--- config.mk ---
export PLATFORM = sky130hd
export DESIGN_NAME = fp_normalize_sm
export DESIGN_NICKNAME = d
export VERILOG_FILES = /design/src/rtl/fp_normalize_sm_pkg.sv /design/src/rtl/fp_normalize_sm_lzc_count.sv /design/src/rtl/fp_normalize_sm.sv
export SDC_FILE = /design/constraint.sdc
export NUM_CORES = 1
export LEC_CHECK = 0
export ABC_AREA = 1
export CAP_MARGIN = 20
export CORE_MARGIN = 1
export CORE_UTILIZATION = 54
export CTS_BUF_LIST = sky130_fd_sc_hd__clkbuf_4 sky130_fd_sc_hd__clkbuf_8 sky130_fd_sc_hd__clkbuf_16
export CTS_CLUSTER_DIAMETER = 50
export CTS_CLUSTER_SIZE = 12
export DETAILED_ROUTE_END_ITERATION = 8
export PLACE_DENSITY = 0.86
export SETUP_SLACK_MARGIN = 0.05
export SYNTH_ARGS = -nofsm -noshare
export SYNTH_HDL_FRONTEND = slang
export SYNTH_SLANG_ARGS = --single-unit
--- constraint.sdc ---
create_clock -name clk -period 1.8 [get_ports clk]
set_clock_uncertainty 0.05 [all_clocks]
set_input_delay 0.54 -clock clk [delete_from_list [all_inputs] [get_ports clk]]
set_output_delay 0.54 -clock clk [all_outputs]
set_load 0.05 [all_outputs]
--- src/rtl/fp_normalize_sm_pkg.sv ---
// Shared constants and helpers for the sign-magnitude normaliser.
// Defaults match the fp_custom_adder result format.
package fp_normalize_sm_pkg;

  localparam int FXP_WIDTH_DEF     = 12;
  localparam int EXP_WIDTH_DEF     = 5;
  localparam int EXP_OUT_WIDTH_DEF = 5;

  function automatic int umax(input int a, input int b);
    return (a > b) ? a : b;
  endfunction

endpackage

--- src/rtl/fp_normalize_sm_lzc_count.sv ---
// Leading-zero counter: combinational priority encoder.
// An all-zero input yields WIDTH.
module lzc_count #(
  parameter int WIDTH = 12,
  localparam int CW = $clog2(WIDTH + 1)
) (
  input  logic [WIDTH-1:0] value,
  output logic [CW-1:0]    count
);

  // Scan LSB to MSB so the highest set bit wins.
  always_comb begin
    count = CW'(WIDTH);
    for (int i = 0; i < WIDTH; i++) begin
      if (value[i]) count = CW'(WIDTH - 1 - i);
    end
  end

endmodule

--- src/rtl/fp_normalize_sm.sv ---
// Registered normaliser for packed {sign, exp, fxp} values.
// Shift is min(lz, exp) so the exponent clamps at zero.
module fp_normalize_sm
  import fp_normalize_sm_pkg::*;
#(
  parameter int FXP_WIDTH     = FXP_WIDTH_DEF,
  parameter int EXP_WIDTH     = EXP_WIDTH_DEF,
  parameter int EXP_OUT_WIDTH = EXP_OUT_WIDTH_DEF,
  localparam int OUT_W = 1 + EXP_OUT_WIDTH + FXP_WIDTH
) (
  input  logic                 clk,
  input  logic                 reset,
  input  logic                 in_valid,
  input  logic                 sign,
  input  logic [FXP_WIDTH-1:0] fxp_in,
  input  logic [EXP_WIDTH-1:0] exp_in,
  output logic                 out_valid,
  output logic [OUT_W-1:0]     fp_out
);

  localparam int FXP_LSB  = 0;
  localparam int EXP_LSB  = FXP_WIDTH;
  localparam int SIGN_BIT = FXP_WIDTH + EXP_OUT_WIDTH;
  localparam int LZW      = $clog2(FXP_WIDTH + 1);
  localparam int CMPW     = umax(LZW, EXP_WIDTH);

  if (EXP_OUT_WIDTH < EXP_WIDTH) begin : g_bad_width
    $error("EXP_OUT_WIDTH must be >= EXP_WIDTH");
  end

  logic [LZW-1:0]           lz;
  logic [CMPW-1:0]          lz_x;
  logic [CMPW-1:0]          exp_x;
  logic [CMPW-1:0]          sh;
  logic [CMPW-1:0]          exp_diff;
  logic [FXP_WIDTH-1:0]     fxp_sh;
  logic [EXP_OUT_WIDTH-1:0] exp_out;
  logic [OUT_W-1:0]         fp_next;

  lzc_count #(
    .WIDTH (FXP_WIDTH)
  ) u_lzc (
    .value (fxp_in),
    .count (lz)
  );

  // Compare at a common width so neither operand is truncated.
  assign lz_x  = CMPW'(lz);
  assign exp_x = CMPW'(exp_in);
  assign sh    = (lz_x < exp_x) ? lz_x : exp_x;

  assign fxp_sh   = fxp_in << sh;
  assign exp_diff = exp_x - sh;
  assign exp_out  = EXP_OUT_WIDTH'(exp_diff);

  // A zero magnitude collapses to canonical +0.
  always_comb begin
    fp_next = '0;
    if (|fxp_in) begin
      fp_next[SIGN_BIT]                 = sign;
      fp_next[EXP_LSB +: EXP_OUT_WIDTH] = exp_out;
      fp_next[FXP_LSB +: FXP_WIDTH]     = fxp_sh;
    end
  end

  always_ff @(posedge clk or posedge reset) begin
    if (reset) begin
      out_valid <= 1'b0;
      fp_out    <= '0;
    end else begin
      out_valid <= in_valid;
      if (in_valid) fp_out <= fp_next;
    end
  end

endmodule

==> flow_summary.yaml, run 1 <==
run_status:
  status: "did not finish"
  haltStage: "detailed placement"
  error: "[ERROR DPL-0033] detailed placement checks failed during check placement."
floorplan:
  fp.dieW_um: 58.0
  die_h_um: 58.0
  start_util_pct: 59.4
  ioPinCount: 40
  rows: 19
place:
  dp.final_hpwl_mm: 6.07
  place.gp.congestion: 0.925
  numPortBuffers: 39
synthesis:
  yosys_warnings: 0
  syn_inst: 261
  synth_cell_type_count: 30
  synth_top_cell_area_share_pct: 28.0
  synth_area_leaders: "dfrtp_1, nand2_1, nand3_1"
  seq_area_frac_synth_pct: 28.0
  ys_seq_elements: 19
  synth_top_area_cell: "dfrtp_1"
  syn_area_um2: 1700
  syn_avg_cell_area_um2: 6.50
  syn_nets: 287
[Yosys cell counts]
library cell and n:
a21oi_1 5, a21oi_4 1, a22o_1 2, a31oi_1 1
and2_1 1, buf_12 1, buf_4 1, buf_6 4
clkbuf_1 1, clkinv_1 2, dfrtp_1 19, ha_1 5
inv_1 20, inv_2 5, nand2_1 103, nand2_2 6
nand2_4 3, nand3_1 52, nand3_2 2, nand4_1 3
nor2_1 6, nor2_2 2, nor2_4 1, nor3_1 1
o211ai_1 1, o21ai_0 4, o21ai_1 3, o21ai_2 3
o21ai_4 1, o31ai_1 2
[cells by family after synthesis]
logic type | after synthesis | synth area share, %
adders and majority gates | 5 | 3.69
and+or+nand+nor | 180 | 48.0
DFF | 19 | 28.0
AOI/OAI and AO/OA | 23 | 9.74
buffers and inverters | 34 | 10.5
[metrics by stage]
step	cells	setup slack (ps)	instance area, um^2
after global placement	381	-1490	2810
after floorplan	261	-988	1820
==> run 2: changes to the inputs <==
Settings changed: CORE_UTILIZATION 54 to 40, CTS_BUF_LIST sky130_fd_sc_hd__clkbuf_4 sky130_fd_sc_hd__clkbuf_8 sky130_fd_sc_hd__clkbuf_16 to not set, CTS_CLUSTER_DIAMETER 50 to not set, CTS_CLUSTER_SIZE 12 to not set, PLACE_DENSITY 0.86 to not set, PLACE_DENSITY_LB_ADDON set to 0.15, SETUP_SLACK_MARGIN 0.05 to not set.
==> flow_summary.yaml, run 2 <==
layout:
  top_register: "fp_out"
  area_delta_synth_final_pct: 110
  final-seq-area_um2: 475
  n_antenna_cell: 0
  fillers: 194
  largest_reg_flops: 18
  fin_util_pct: 88.5
  nets: 408
  most-common-layout-cells: "nand2_1, buf_4, nand3_1"
  layout-drive-gt1-share_pct: 57.5
  largestRegisters: "fp_out x18, out_valid x1"
  multi_input_area_um2: 1550
  layout_commonest_cell: "nand2_1"
critical_path:
  startpoint_type: "input pin"
  cpPeakStageDelay_ps: 240
  critPathKind: "input pin to flop"
  cp_slowest_cell: "ha_4"
  required_ps: 1900
  path_max_fanout: 8
  worstPathArrival_ps: 2850
  worstSetupEndpointType: "flop"
  critPathMostFrequentCell: "nand2_1"
  path_cells: "buf_12, inv_16, buf_4, nand2_1, nand2_1, nand2_1, nand2_1, nand2_1, nand2_1, nand2_1, nand2_1, nand2_1, nand2_1, nand2_1, nand2_1, nand2_4, nand2_8, buf_6, o21ai_4, ha_4, a31oi_2, nand3_1, nand3_1, nand2_1"
floorplan:
  rows: 23
  ioPinCount: 40
  fp.dieW_um: 67.1
  die_h_um: 67.1
  die-area_um2: 4500
  start_util_pct: 42.1
  core_area_um2: 4030
cts:
  cts_buffers: 3
  clkSinkCount: 19
  clk_latency_ps: 250
  cts_tree: "yes"
  clk_pin_slew_ps: 70
  clk_path_buf_depth: 2
  cts-root-buf: "clkbuf_8"
  cts_max_level: 1
power:
  powerDensity_nw_per_um2: 635
  p_total_w: 0.00226
  ir_drop_uv: 782
  p_leak_nw: 1.76
synthesis:
  synth_edf_count: 0
  ys_seq_elements: 19
  seq_area_frac_synth_pct: 28.0
  syn_inst: 261
  synth_area_leaders: "dfrtp_1, nand2_1, nand3_1"
  synth_common_cells: "nand2_1, nand3_1, inv_1"
  ys_async_sr_fraction_pct: 100
  syn_area_um2: 1700
  synth_ff_type: "dfrtp_1"
  synth_top_area_cell: "dfrtp_1"
  synth_cell_type_count: 30
  syn_avg_cell_area_um2: 6.50
  yosysMostFrequentCell: "nand2_1"
  synth_top_cell_area_share_pct: 28.0
  syn_nets: 287
  yosys_warnings: 0
detailed_routing:
  met2_length_mm: 3.89
  viasPerCell: 5.64
  ant_nets: 0
  drt_iter0_markers: 182
  firstDrtPassIters: 6
  wl_per_cell_um: 17.4
  met3_length_um: 518
  drc_errors: 0
  vias: 2432
  highest_layer: "met4"
  met1_length_mm: 2.68
  wl_mm: 7.49
timing:
  finalHoldViolations: 0
  period_share_pct: 153
  max_freq_mhz: 363
  slew_viol_final: 0
  tns_ps: -13170
  hold_slack_ps: 501
  setup_viol: 17
  tightest_slew_ps: 251
  grt_setup_unrepaired: "yes"
  max_slew_margin_pct: 83.3
  period_needed_ps: 2750
  setup_ws_ps: -951
place:
  place.gp.congestion: 0.907
  numPortBuffers: 39
  place_ws_ps: -1530
  dp.final_hpwl_mm: 3.86
run_status:
  status: "finished, violations left"
  violations: "setup timing"
grt:
  grt_pass1_vias: 2226
  grt_max_degree: 20
  grt_use_total_pct: 28.7
  grt_pass1_wl_mm: 9.72
  antenna_found_initial: 0
  grt_remaining_overflow: 0
worst_hold_path:
  hold_class: "flop to flop"
job:
  max-cap-violations: 0
## run 2: cell counts after synthesis
No cell type changed its count.
## run 2: worst max-delay path: cells and delay by family
family                   cells  cell delay, ps
AND/OR/NAND/NOR             17            1290
buffers and inverters        4             390
AO/OA/AOI/OAI                2             380
adder cells (fa/ha/maj)      1             240
## run 2: power breakdown
part	internal [W]	leakage [nW]	switching (W)
Clock	0.000157	0.0228	0.000131
Sequential	0.000498	0.231	0.0000848
Combinational	0.000650	1.51	0.000744
Total	0.00130	1.76	0.000959
## run 2: routing by layer
layer  track usage [%]  vias up
met4              9.31        0
met3              6.16       40
met5                 0        -
met2              52.6      142
met1              32.5     1155
li1                  -     1095
## run 2: cell families (layout without fill, tap and decap cells)
family | Yosys count | count (layout) | synth area share, %
AOI/OAI and AO/OA | 23 | 23 | 9.74
buffers and inverters | 34 | 153 | 10.5
and+or+nand+nor | 180 | 181 | 48.0
adders and majority gates | 5 | 5 | 3.69
DFF | 19 | 19 | 28.0
## run 2: layout make-up
cell class / instances / area share (%)
Timing Repair inverter: 1 / 0.175
Inverter: 27 / 3.79
Sequential cell: 19 / 13.3
Timing Repair Buffer: 121 / 36.3
Tap cell: 50 / 1.75
Clock buffer: 4 / 1.26
Multi-Input combinational cell: 209 / 43.4
## run 2: path summary, 6_finish.rpt
path	from	endpoint	slack, ps	cells after the start
worst max-delay path	fxp_in[1]	fp_out[16]$_DFFE_PP0P_	-950	24
worst min-delay path	fp_out[3]$_DFFE_PP0P_	fp_out[3]$_DFFE_PP0P_	500	2
worst max register to register	fp_out[14]$_DFFE_PP0P_	fp_out[14]$_DFFE_PP0P_	990	2
worst min register to register	fp_out[3]$_DFFE_PP0P_	fp_out[3]$_DFFE_PP0P_	500	2
max in group asynchronous	reset	fp_out[10]$_DFFE_PP0P_	950	3
min in group asynchronous	reset	fp_out[16]$_DFFE_PP0P_	560	3
## run 2: per-stage QoR
| stage | cells | area [um^2] |
|---|---|---|
| final | 431 | 3570 |
| after global routing | 431 | 3570 |
| after floorplan | 261 | 1820 |
| after CTS | 423 | 3270 |
| after global placement | 397 | 2830 |
| after detailed placement | 397 | 2830 |
## run 2: repair_timing
action,CTS,global route
setup endpoints to repair,18,18
gates resized for setup,98,56
setup buffers,21,6
gates cloned,1,3
hold buffers,0,0
pin swaps,36,43
No activity file was read; power rests on OpenSTA's default activity.
==> run 3: changes to the inputs <==
Settings changed: CAP_MARGIN 20 to not set, PLACE_DENSITY set to 0.66, PLACE_DENSITY_LB_ADDON 0.15 to not set.
==> flow_summary.yaml, run 3 (same netlist as run 2, synthesis figures left out) <==
timing:
  max_slew_margin_pct: 73.9
  period_needed_ps: 2600
  setup_viol: 17
  max_freq_mhz: 384
  finalHoldViolations: 0
  tightest_slew_ps: 390
  hold_slack_ps: 505
  slew_viol_final: 0
  period_share_pct: 145
  grt_setup_unrepaired: "yes"
  setup_ws_ps: -802
layout:
  area_delta_synth_final_pct: 90.8
  nets: 390
  top_register: "fp_out"
  largest_reg_flops: 18
  layout_commonest_cell: "nand2_1"
  layout-drive-gt1-share_pct: 51.5
  largestRegisters: "fp_out x18, out_valid x1"
  n_antenna_cell: 0
  fillers: 279
  most-common-layout-cells: "nand2_1, buf_4, nand3_1"
  finalNonFillerCells: 413
run_status:
  violations: "setup timing"
  status: "finished, violations left"
place:
  numPortBuffers: 39
  dp.final_hpwl_mm: 4.15
  place_ws_ps: -1640
  place.gp.congestion: 0.906
  placedCellCount: 399
grt:
  grt_use_total_pct: 27.9
  grt_remaining_overflow: 0
  antenna_found_initial: 0
  grt_max_degree: 20
  grt_pass1_wl_mm: 9.50
  grt_pass1_vias: 2152
critical_path:
  critPathKind: "input pin to flop"
  path_cells: "buf_8, nor2_4, nand3_4, nor2_4, nor2_4, ha_4, nand3_2, nor2_4, nand2_4, nand2_8, nand2_1, o21ai_4, ha_4, a31oi_1, nand3_1, nand3_2, nand2_1"
  critPathMostFrequentCell: "nor2_4"
  startpoint_type: "input pin"
  worst-path-buf-inv: 1
  crit_family: "simple AND/OR/NAND/NOR gates"
  worstPathArrival_ps: 2710
  cpPeakStageDelay_ps: 280
  path_max_fanout: 5
  worstSetupEndpointType: "flop"
  cp_slowest_cell: "ha_4"
  required_ps: 1900
cts:
  clk_pin_slew_ps: 70
  clk_path_buf_depth: 2
  cts_tree: "yes"
  cts_buffers: 3
  cts-root-buf: "clkbuf_8"
  cts_max_level: 1
  clkSinkCount: 19
  clk_latency_ps: 260
job:
  max-cap-violations: 0
detailed_routing:
  drc_errors: 0
  wl_mm: 5.79
  viasPerCell: 5.26
  wl_per_cell_um: 14.0
  drt_iter0_markers: 98
  ant_nets: 0
  vias: 2173
  firstDrtPassIters: 4
power:
  powerDensity_nw_per_um2: 655
  p_leak_nw: 1.63
  ir_drop_uv: 715
floorplan:
  start_util_pct: 42.1
  core_area_um2: 4030
  ioPinCount: 40
  rows: 23
  die-area_um2: 4500
  die_h_um: 67.1
  fp.dieW_um: 67.1
worst_hold_path:
  hold_class: "flop to flop"
run 3: through the flow:
stage	util, %	power (W)	TNS, ps	cell area, um^2
after floorplan	-	0.00115	-12240	1820
after global placement	70.5	0.00170	-24660	2840
after detailed placement	70.5	0.00172	-25620	2840
after CTS	75.9	0.00205	-11790	3060
after global routing	80.3	0.00223	-13560	3230
final	80.3	0.00212	-11710	3230
run 3: what timing repair did:
| action | in CTS | in global routing |
|---|---|---|
| buffers inserted | 6 | 3 |
| hold buffers | 0 | 0 |
| resized for setup | 80 | 47 |
| hold endpoints to repair | 0 | 0 |
| gates cloned | 2 | 0 |
| setup endpoints to repair | 18 | 18 |
| pin swaps | 36 | 25 |
run 3: path summary, 6_finish.rpt:
kind                                         from                endpoint  slack (ps)  cells past startpoint
setup / recovery                        fxp_in[5]  fp_out[16]$_DFFE_PP0P_        -800                     17
hold / removal              fp_out[8]$_DFFE_PP0P_   fp_out[8]$_DFFE_PP0P_         510                      2
min in group asynchronous                   reset  fp_out[16]$_DFFE_PP0P_         550                      3
setup reg to reg           fp_out[17]$_DFFE_PP0P_  fp_out[17]$_DFFE_PP0P_         990                      1
hold reg to reg             fp_out[8]$_DFFE_PP0P_   fp_out[8]$_DFFE_PP0P_         510                      2
max in group asynchronous                   reset   fp_out[2]$_DFFE_PP0P_         940                      3
run 3: per-layer routing:
layer	global-route usage [%]	share of wire (%)
met1	33.4	41
met2	50.4	53
met3	4.79	4.7
met4	7.98	1.6
met5	0	0
run 3: power by group:
part	total [W]	internal, W	leakage [nW]	switching, W
Combinational	0.00125	0.000586	1.37	0.000665
Sequential	0.000578	0.000498	0.231	0.0000798
Clock	0.000288	0.000154	0.0255	0.000135
Total	0.00212	0.00124	1.63	0.000879
run 3: cell type report:
cell class              count  area, um^2  area share, %
well taps                  50        62.6           1.93
clock inverters             1        5.00          0.155
inverters                  27         128           3.95
flip-flops and latches     19         475           14.7
repair buffers            104        1090           33.6
multi-input cells         209        1440           44.4
clock buffers               3        41.3           1.28
==> run 4: changes to the inputs <==
Clock period 1.8 ns to 3 ns, I/O delays scaled along.
==> flow_summary.yaml, run 4 (same netlist as run 2, synthesis figures left out) <==
floorplan:
  ioPinCount: 40
  rows: 23
  die-area_um2: 4500
  fp.dieW_um: 67.1
  die_h_um: 67.1
  core_area_um2: 4030
  start_util_pct: 42.1
layout:
  n_antenna_cell: 0
  fillers: 280
  layout-drive-gt1-share_pct: 45.1
  most-common-layout-cells: "nand2_1, buf_4, nand3_1"
  stdcell_area_um2: 3130
  layout_commonest_cell: "nand2_1"
  finalNonFillerCells: 420
  nets: 397
  largestRegisters: "fp_out x18, out_valid x1"
  top_register: "fp_out"
  area_delta_synth_final_pct: 84.8
  largest_reg_flops: 18
  fin_util_pct: 77.8
critical_path:
  critPathKind: "input pin to flop"
  r2r_start: "fp_out[17]$_DFFE_PP0P_"
  startpoint_type: "input pin"
  worstSetupEndpointType: "flop"
  cp_slowest_cell: "dlygate4sd2_1"
  worst-path-buf-inv: 4
  path_max_fanout: 9
  required_ps: 3090
  crit_family: "simple AND/OR/NAND/NOR gates"
  path_cells: "dlygate4sd2_1, nor2_2, nand2_2, nor2_4, ha_4, a21oi_2, o21ai_2, nand2_2, nand2_8, buf_4, buf_6, nor2_4, a21oi_4, buf_4, nand3_1, nand3_1, nand2_1, nand2_1"
  cpPeakStageDelay_ps: 250
  worstPathArrival_ps: 3300
  crit_start: "fxp_in[11]"
cts:
  cts_buffers: 3
  cts-root-buf: "clkbuf_8"
  cts_tree: "yes"
  clk_pin_slew_ps: 70
  clk_latency_ps: 260
  cts.hold.buffers_added: 0
  clk_path_buf_depth: 2
  clkSinkCount: 19
  cts_max_level: 1
place:
  place.gp.congestion: 0.873
  dp.final_hpwl_mm: 3.90
  placedCellCount: 388
  place_area_um2: 2530
  numPortBuffers: 39
detailed_routing:
  drc_errors: 0
  drt_iter0_markers: 146
  ant_nets: 0
  wl_per_cell_um: 15.2
  wl_mm: 6.38
  firstDrtPassIters: 4
  vias: 2274
  viasPerCell: 5.41
grt:
  grt_pass1_vias: 2065
  grt_pass1_wl_mm: 8.91
  grt_use_total_pct: 26.2
  grt_max_degree: 20
  grt_remaining_overflow: 0
  antenna_found_initial: 0
run_status:
  status: "finished, violations left"
  violations: "setup timing"
timing:
  grt_setup_unrepaired: "yes"
  slew_viol_final: 0
  period_needed_ps: 3200
  setup_viol: 15
  max_slew_margin_pct: 50.6
  tightest_slew_ps: 740
  finalHoldViolations: 0
  period_share_pct: 107
  max_freq_mhz: 312
  setup_ws_ps: -202
power:
  powerDensity_nw_per_um2: 375
  ir_drop_uv: 413
  p_leak_nw: 1.57
worst_hold_path:
  hold_class: "flop to flop"
  hp-start: "fp_out[3]$_DFFE_PP0P_"
job:
  max-cap-violations: 0
[run 4: changes by cell type in the layout (fill, tap and decap cells not counted), sizes merged]
cell           before  now
buf                94   76
clkdlybuf4s15       0    3
clkdlybuf4s50       6   25
clkinv              3    4
dlygate4sd2         2    6
inv                25   23
nand2             113  112
o21ai              11   12
[run 4: per-layer routing]
metal	vias to the layer above	global-route usage, %	wire length, um
met5	-	0	0
met4	0	6.65	45
met3	6	4.79	292
met2	88	47.1	3430
met1	1102	31.6	2610
li1	1078	-	-
[run 4: final cells by class]
class                      instances  area, um^2  share of cell area [%]
tap                               50        62.6                    2.00
timing repair buffer             111         976                    31.2
clock buffer                       4        45.0                    1.44
multi-input combinational        209        1440                    46.1
inverter                          27         130                    4.15
sequential                        19         475                    15.2
[run 4: path summary, 6_finish.rpt]
kind,to,slack [ps],depth (start not counted)
worst max-delay path,fp_out[11]$_DFFE_PP0P_,-200,18
worst min-delay path,fp_out[3]$_DFFE_PP0P_,430,2
worst max register to register,fp_out[17]$_DFFE_PP0P_,2230,1
worst min register to register,fp_out[3]$_DFFE_PP0P_,430,2
max in group asynchronous,fp_out[10]$_DFFE_PP0P_,1410,2
min in group asynchronous,fp_out[16]$_DFFE_PP0P_,1020,2
[run 4: worst min-delay path, stage by stage (launching register included)]
cell and delay (ps):
dfrtp_1 340, nand2_1 50, nand2_1 50
[run 4: metrics by stage]
stage / setup WS (ps) / power [W] / hold WS [ps] / TNS, ps
2_1_floorplan: -148 / 0.000686 / 705 / -168
3_3_place_gp: -747 / 0.000885 / 409 / -10040
3_5_place_dp: -800 / 0.000892 / 415 / -11030
4_1_cts: -16.4 / 0.00109 / 433 / -16.4
5_1_grt: -341 / 0.00123 / 453 / -3920
6_report: -202 / 0.00117 / 429 / -1790
[run 4: what timing repair did]
action	CTS	global route
pin swaps	23	42
gates resized for setup	49	63
setup buffers	20	8
endpoints found under the hold margin	0	0
gates cloned	0	1
setup endpoints to repair	17	15
[run 4: power breakdown]
| part | switching (W) | total, W | internal, W |
|---|---|---|---|
| logic | 0.000411 | 0.000674 | 0.000263 |
| registers | 0.0000245 | 0.000323 | 0.000299 |
| clock network | 0.0000822 | 0.000177 | 0.0000944 |
| total | 0.000518 | 0.00117 | 0.000656 |
